`config.mk`:
```
export PLATFORM = sky130hd
export DESIGN_NAME = serial_word_scheduler
export DESIGN_NICKNAME = d
export VERILOG_FILES = /design/src/rtl/serial_word_sched_pkg.sv /design/src/rtl/serial_word_sched_arb.sv /design/src/rtl/serial_word_scheduler.sv
export SDC_FILE = /design/constraint.sdc
export NUM_CORES = 1
export LEC_CHECK = 0
export CAP_MARGIN = 20
export CELL_PAD_IN_SITES_DETAIL_PLACEMENT = 1
export CELL_PAD_IN_SITES_GLOBAL_PLACEMENT = 1
export CORE_UTILIZATION = 23
export CTS_BUF_LIST = sky130_fd_sc_hd__clkbuf_8
export CTS_CLUSTER_DIAMETER = 150
export DETAILED_ROUTE_END_ITERATION = 7
export GPL_ROUTABILITY_DRIVEN = 0
export HOLD_SLACK_MARGIN = 0.06
export PLACE_DENSITY = 0.72
export SLEW_MARGIN = 20
export SYNTH_ARGS = -nofsm -noshare
export SYNTH_HDL_FRONTEND = slang
export SYNTH_HIERARCHICAL = 1
export SYNTH_SLANG_ARGS = --single-unit
```
`constraint.sdc`:
```
create_clock -name clk -period 5 [get_ports clk]
set_clock_uncertainty 0.15 [all_clocks]
set_input_delay 1.5 -clock clk [delete_from_list [all_inputs] [get_ports clk]]
set_output_delay 1.5 -clock clk [all_outputs]
set_load 0.02 [all_outputs]
```
`src/rtl/serial_word_sched_pkg.sv`:
```
// Shared types and default sizing for the serial word scheduler.
package serial_word_sched_pkg;

  // Two-state control FSM: wait for a request, then shift one word out.
  typedef enum logic {
    IDLE  = 1'b0,
    SHIFT = 1'b1
  } state_t;

  localparam int DEFAULT_WIDTH   = 32;
  localparam int DEFAULT_NUM_REQ = 4;

endpackage

```
`src/rtl/serial_word_sched_arb.sv`:
```
// Grant selection for the serial word scheduler.
// Define SERIAL_WORD_SCHED_RR_EN for round-robin arbitration; the default
// build uses fixed priority (lowest valid index wins) and ignores pointer.
module serial_word_sched_arb
  import serial_word_sched_pkg::*;
#(
  parameter int NUM_REQ = DEFAULT_NUM_REQ
) (
  input  logic [NUM_REQ-1:0]         req,
  input  logic [$clog2(NUM_REQ)-1:0] pointer,
  output logic [NUM_REQ-1:0]         grant
);

  logic found;

`ifdef SERIAL_WORD_SCHED_RR_EN
  // Rotating priority: the first valid index at or after pointer wins.
  always_comb begin
    grant = '0;
    found = 1'b0;
    for (int off = 0; off < NUM_REQ; off++) begin
      for (int k = 0; k < NUM_REQ; k++) begin
        if (!found && req[k] && (k == (int'(pointer) + off) % NUM_REQ)) begin
          grant[k] = 1'b1;
          found    = 1'b1;
        end
      end
    end
  end
`else
  logic pointer_unused;
  assign pointer_unused = ^pointer;

  // Fixed priority: the lowest valid index wins.
  always_comb begin
    grant = '0;
    found = 1'b0;
    for (int k = 0; k < NUM_REQ; k++) begin
      if (!found && req[k]) begin
        grant[k] = 1'b1;
        found    = 1'b1;
      end
    end
  end
`endif

endmodule

```
`src/rtl/serial_word_scheduler.sv`:
```
// Serial word scheduler: NUM_REQ requesters share one MSB-first shifter.
// A word is accepted in IDLE, shifted out over WIDTH unheld cycles in SHIFT,
// then one IDLE cycle separates it from the next word.
// Define SERIAL_WORD_SCHED_RR_EN for round-robin grant (see the arbiter).
module serial_word_scheduler
  import serial_word_sched_pkg::*;
#(
  parameter int WIDTH   = DEFAULT_WIDTH,
  parameter int NUM_REQ = DEFAULT_NUM_REQ
) (
  input  logic                       clk,
  input  logic                       rst,
  input  logic [NUM_REQ-1:0]         req_valid_i,
  input  logic [NUM_REQ*WIDTH-1:0]   req_data_i,
  output logic [NUM_REQ-1:0]         req_ready_o,
  input  logic                       hold_i,
  output logic                       data_o,
  output logic                       data_val_o,
  output logic [$clog2(NUM_REQ)-1:0] src_o,
  output logic                       busy_o,
  output logic                       word_done_o
);

  localparam int SRC_W = $clog2(NUM_REQ);
  localparam int CNT_W = $clog2(WIDTH);
  localparam logic [CNT_W-1:0] LAST_BIT = CNT_W'(WIDTH - 1);

  state_t             state_q, state_d;
  logic [WIDTH-1:0]   word_q;
  logic [CNT_W-1:0]   cnt_q;
  logic [SRC_W-1:0]   src_q;
  logic [SRC_W-1:0]   ptr_q;
  logic [SRC_W-1:0]   ptr_next;
  logic [SRC_W-1:0]   grant_idx;
  logic [NUM_REQ-1:0] grant;
  logic               accept;
  logic               shift_en;
  logic               last_bit;

  serial_word_sched_arb #(
    .NUM_REQ (NUM_REQ)
  ) u_arb (
    .req     (req_valid_i),
    .pointer (ptr_q),
    .grant   (grant)
  );

  // Convert the one-hot grant to the winning requester index.
  always_comb begin
    grant_idx = '0;
    for (int k = 0; k < NUM_REQ; k++) begin
      if (grant[k]) grant_idx = SRC_W'(k);
    end
  end

  // Next search start is the index after the winner, wrapping at NUM_REQ.
  assign ptr_next = (int'(grant_idx) == NUM_REQ - 1) ? '0 : grant_idx + 1'b1;

  // State register.
  // NOTE: sequential state uses non-blocking assignments so every flop
  // samples pre-edge values regardless of block evaluation order.
  always_ff @(posedge clk) begin
    if (rst) state_q <= IDLE;
    else     state_q <= state_d;
  end

  // Next-state and per-cycle control decode.
  // NOTE: every signal gets a default before the case so no path leaves
  // one unassigned, which would otherwise infer a latch.
  always_comb begin
    state_d  = state_q;
    accept   = 1'b0;
    shift_en = 1'b0;
    last_bit = 1'b0;
    case (state_q)
      IDLE: begin
        if (grant != '0) begin
          accept  = 1'b1;
          state_d = SHIFT;
        end
      end
      SHIFT: begin
        if (!hold_i) begin
          shift_en = 1'b1;
          if (cnt_q == LAST_BIT) begin
            last_bit = 1'b1;
            state_d  = IDLE;
          end
        end
      end
      default: state_d = IDLE;
    endcase
  end

  // Word, bit counter, source index and arbitration pointer.
  // NOTE: the word is a flop vector, not a memory, so it takes the
  // synchronous reset like any other register and an aborted word is lost.
  always_ff @(posedge clk) begin
    if (rst) begin
      word_q <= '0;
      cnt_q  <= '0;
      src_q  <= '0;
      ptr_q  <= '0;
    end else if (accept) begin
      word_q <= req_data_i[int'(grant_idx)*WIDTH +: WIDTH];
      cnt_q  <= '0;
      src_q  <= grant_idx;
      ptr_q  <= ptr_next;
    end else if (shift_en) begin
      word_q <= {word_q[WIDTH-2:0], 1'b0};
      cnt_q  <= cnt_q + 1'b1;
    end
  end

  // Outputs are forced low while reset is asserted, even before the edge.
  assign busy_o      = !rst && (state_q == SHIFT);
  assign req_ready_o = (!rst && (state_q == IDLE)) ? grant : '0;
  assign data_val_o  = busy_o && !hold_i;
  assign data_o      = busy_o && word_q[WIDTH-1];
  assign word_done_o = !rst && last_bit;
  assign src_o       = rst ? '0 : src_q;

endmodule

```
==> results of run 1 <==
-- cell type report --
type	instances	area, sq um
well taps	143	179
clock buffers	7	96.3
clock inverters	1	30.0
flip-flops and latches	40	801
inverters	2	7.51
repair buffers	158	1550
multi-input cells	205	1810
fillers	1331	7090
-- flip-flops by register name, summed over array words and instances, names as in the netlist --
| name | cells |
|---|---|
| word_q | 32 |
| cnt_q | 5 |
| state_q | 1 |
| src_q | 2 |
-- through the flow --
stage / hold slack (ns) / total power (uW) / setup WS (ns)
after detailed placement: 0.331 / 671 / 0.106
after floorplan: 0.304 / 516 / 0.805
after global placement: 0.316 / 660 / 0.171
after global routing: 0.378 / 1010 / 0.0355
final: 0.341 / 952 / 0.134
after CTS: 0.343 / 965 / 0.0930
-- layer usage --
metal / GRT usage (%) / part of all wire (%) / vias to the layer above
met1: 18.4 / 43 / 1447
li1: - / - / 1422
met5: 0 / 0 / -
met3: 2.67 / 4.9 / 2
met2: 29.7 / 52 / 91
met4: 2.97 / 0.49 / 0
-- path summary, 6_finish.rpt --
path | start | to | slack [ns] | cells past startpoint
worst max-delay path | req_valid_i[0] | req_ready_o[2] | 0.13 | 4
worst min-delay path | cnt_q[3] | cnt_q[3] | 0.34 | 2
worst max register to register | state_q | word_q[31] | 2.99 | 4
worst min register to register | cnt_q[3] | cnt_q[3] | 0.34 | 2
-- power breakdown --
| group | total (uW) | internal [uW] | switching [uW] |
|---|---|---|---|
| Sequential | 371 | 349 | 22.8 |
| Combinational | 289 | 180 | 110 |
| Clock | 291 | 176 | 115 |
| Total | 952 | 705 | 247 |
-- critical path, cell delays in order --
cell	delay (ns)
clkdlybuf4s50_1	0.59
nor3b_1	0.35
and2_1	0.17
clkdlybuf4s50_1	0.60
==> reports/qor.txt, run 1 <==
HP Class: reg -> reg
Die W: 112 um
die area: 12,500 sq um
final setup violation count: 0
Resize count post-CTS: 0
Util after Layout: 38.7%
Synthesized Nets: 420
synthesized area: 2760 sq um
fin. max-slew vios: 0
Core ar.: 11,600 sq um
DR DRC count: 7
CTS tree: done
Overall Global Routing Usage: 15.7%
maximum clock path buffer count: 2
share of cells above drive strength 1: 22.5%
H-tree Lvls: 2
I/O pins: 145
setup bufs post-CTS: 0
Slew headroom: 62.9%
worst path required time: 3.35 ns
largest net degree at the start of global routing: 37
failing checks: design-rule violations
Hold Violations, Final: 0
area post-placement: 4340 sq um
Max Cap Viol: 0
antenna violations before repair: 0
dpl hpwl: 7240 um
TritonRoute pass-1 iters: 8
nets@finish: 549
pwr dens: 213 nW/um^2
final WL: 9860 um
final period utilization: 97.3%
Initial Util: 23.9%
worst vdd ir: 88.4 uV
placed insts: 548
CTS clock-pin slew for the worst setup and hold paths: 0.08 ns
vias in the first global route: 3,232
Setup Total Neg Slack: 0 ns
Pleak: 0.00165 uW
RSZ-0062 raised after global routing: false
worst path arrival time: 3.22 ns
vias: 2,962
status: finished, violations left
Syn Area/Cell: 9.77 sq um
TritonCTS buffer count: 5
commonest non-fill, non-tap cells in the layout: clkdlybuf4s50_1, mux2_2, dfxtp_1
Worst-Margin Slew: 0.557 ns
Cells after Synth: 283
critical path endpoint category: primary output
Final Non-Filler Cells: 556
fmax: 0.206 GHz
commonest non-fill, non-tap cell in the layout: clkdlybuf4s50_1
FP Rows: 39
via-per-instance ratio: 5.33
Antenna Nets Post-Route: 0
Tmin final: 4.87 ns
cts hold-fix bufs: 0
clock sinks: 40
CP Launch Type: input pin
Setup CP Type: in -> out
Root Driver: clkbuf_8
worst skew pair latency: 0.29 ns
Yosys Warn Count: 6
final instance area: 4470 sq um
Diodes inserted: 0
Layout area overhead: 61.7%
Crit Path Max Fanout: 5
buffers added on ports: 144
Die Ht: 112 um
grt total ovfl: 0
Avg WL per Cell: 17.7 um
first-pass GRT wire length: 15,900 um
DR iter-0 viols: 205
Power figures use the tool's default switching activity.
==> run 2, diff against run 1 <==
- SETUP_SLACK_MARGIN: unset -> 0.15
==> run 2 against run 1 <==
Against the previous run: worst hold slack about the same; the flow still finishes with violations (design-rule violations); cell count is 0.18% higher; clock power about the same; sequential power hardly changed; non-clock buffer count is the same; sequential share of layout area is essentially flat; setup slack better by 0.092 ns; register-to-register slack barely moved; via count is 0.10% lower.
==> reports/qor.txt, run 2 (synthesis results as in run 1) <==
largest net degree at the start of global routing: 37
pwr dens: 212 nW/um^2
H-tree Lvls: 2
maximum clock path buffer count: 2
Die Ht: 112 um
Max Cap Viol: 0
Core ar.: 11,600 sq um
cts hold-fix bufs: 0
Slew headroom: 63.6%
TritonCTS buffer count: 5
Root Driver: clkbuf_8
RSZ-0062 raised after global routing: false
grt total ovfl: 0
worst vdd ir: 94.8 uV
final period utilization: 95.5%
largest registers: word_q (32), cnt_q (5), src_q (2)
Worst R2R Setup Slack: 3.00 ns
failing checks: design-rule violations
status: finished, violations left
Initial Util: 23.9%
Setup Total Neg Slack: 0 ns
Layout area overhead: 62.0%
max reg flops: 32
worst path arrival time: 3.12 ns
worst skew pair latency: 0.29 ns
dpl hpwl: 7240 um
share of cells above drive strength 1: 22.8%
commonest non-fill, non-tap cell in the layout: clkdlybuf4s50_1
CP Launch Type: input pin
first-pass GRT wire length: 15,900 um
critical path endpoint category: primary output
Final Non-Filler Cells: 557
I/O pins: 145
fin. max-slew vios: 0
die area: 12,500 sq um
r2r endpoint: word_q[31]
largest reg by FF count: word_q
Die W: 112 um
commonest non-fill, non-tap cells in the layout: clkdlybuf4s50_1, mux2_2, dfxtp_1
nets@finish: 549
antenna violations before repair: 1
placed insts: 548
Hold Path End: cnt_q[3]
FF-to-FF Start: state_q
Avg WL per Cell: 17.7 um
Fill cells: 1,332
worst hold start: cnt_q[3]
Overall Global Routing Usage: 15.7%
vias in the first global route: 3,232
final WL: 9830 um
DR iter-0 viols: 164
Hold Crit Depth: 2
Pleak: 0.00165 uW
HP Class: reg -> reg
Crit Path Max Fanout: 3
total power draw: 951 uW
vias: 2,959
DR DRC count: 7
Worst-Margin Slew: 0.547 ns
Hold Violations, Final: 0
Antenna Nets Post-Route: 0
Tmin final: 4.77 ns
worst path required time: 3.35 ns
clock sinks: 40
reg2reg path depth: 4
FP Rows: 39
CTS tree: done
buffers added on ports: 144
final setup violation count: 0
CTS clock-pin slew for the worst setup and hold paths: 0.08 ns
via-per-instance ratio: 5.31
TritonRoute pass-1 iters: 7
Setup CP Type: in -> out
fmax: 0.209 GHz
-- run 2: changes by cell type in the layout (fill, tap and decap cells not counted), sizes merged --
| cell | delta |
|---|---|
| clkdlybuf4s50 | -1 |
| diode | +1 |
| dlygate4sd2 | +1 |
-- run 2: power by group --
| group | total (uW) | switching, uW | internal, uW |
|---|---|---|---|
| logic | 289 | 109 | 180 |
| registers | 371 | 22.7 | 349 |
| clock network | 291 | 115 | 176 |
| total | 951 | 247 | 704 |
-- run 2: through the flow --
| stage | instance area, sq um | util, % | setup WS, ns | hold WS [ns] |
|---|---|---|---|---|
| floorplan | 2760 | - | 0.805 | 0.304 |
| global placement | 4340 | 37.5 | 0.171 | 0.316 |
| detailed placement | 4340 | 37.5 | 0.106 | 0.331 |
| CTS | 4470 | 38.7 | 0.251 | 0.343 |
| global route | 4480 | 38.7 | 0.157 | 0.378 |
| finish | 4480 | 38.7 | 0.226 | 0.341 |
-- run 2: worst max-delay path by stage --
stage                              start        endpoint  depth (start not counted)
after floorplan           req_valid_i[1]  req_ready_o[3]                          4
after global placement    req_valid_i[0]  req_ready_o[3]                          4
after detailed placement  req_valid_i[0]  req_ready_o[2]                          4
after CTS                 req_valid_i[1]  req_ready_o[3]                          4
after global routing      req_valid_i[1]  req_ready_o[3]                          4
final                     req_valid_i[1]  req_ready_o[3]                          4
-- run 2: area by class of cell --
class | count | area [sq um] | area share (%)
Antenna cell | 1 | 2.50 | 0.0559
Clock buffer | 7 | 96.3 | 2.15
Clock inverter | 1 | 30.0 | 0.671
Inverter | 2 | 7.51 | 0.168
Multi-Input combinational cell | 205 | 1820 | 40.6
Sequential cell | 40 | 801 | 17.9
Tap cell | 143 | 179 | 4.00
Timing Repair Buffer | 158 | 1550 | 34.5
-- run 2: metal layers --
layer  share of wire [%]  GRT usage [%]  vias up
li1                    -              -     1421
met1                  42           18.4     1447
met2                  53           29.8       89
met3                 4.8           2.67        2
met4                0.49           2.97        0
met5                   0              0        -
-- run 2: worst max-delay path, stage by stage --
cell and delay (ns):
clkdlybuf4s50_1 0.51, nor4b_4 0.32, and2_1 0.18, clkdlybuf4s50_1 0.62
-- run 2: what timing repair did --
item,4_1_cts,5_1_grt
buffers inserted,0,0
gates resized for setup,2,0
setup endpoints to repair,2,0
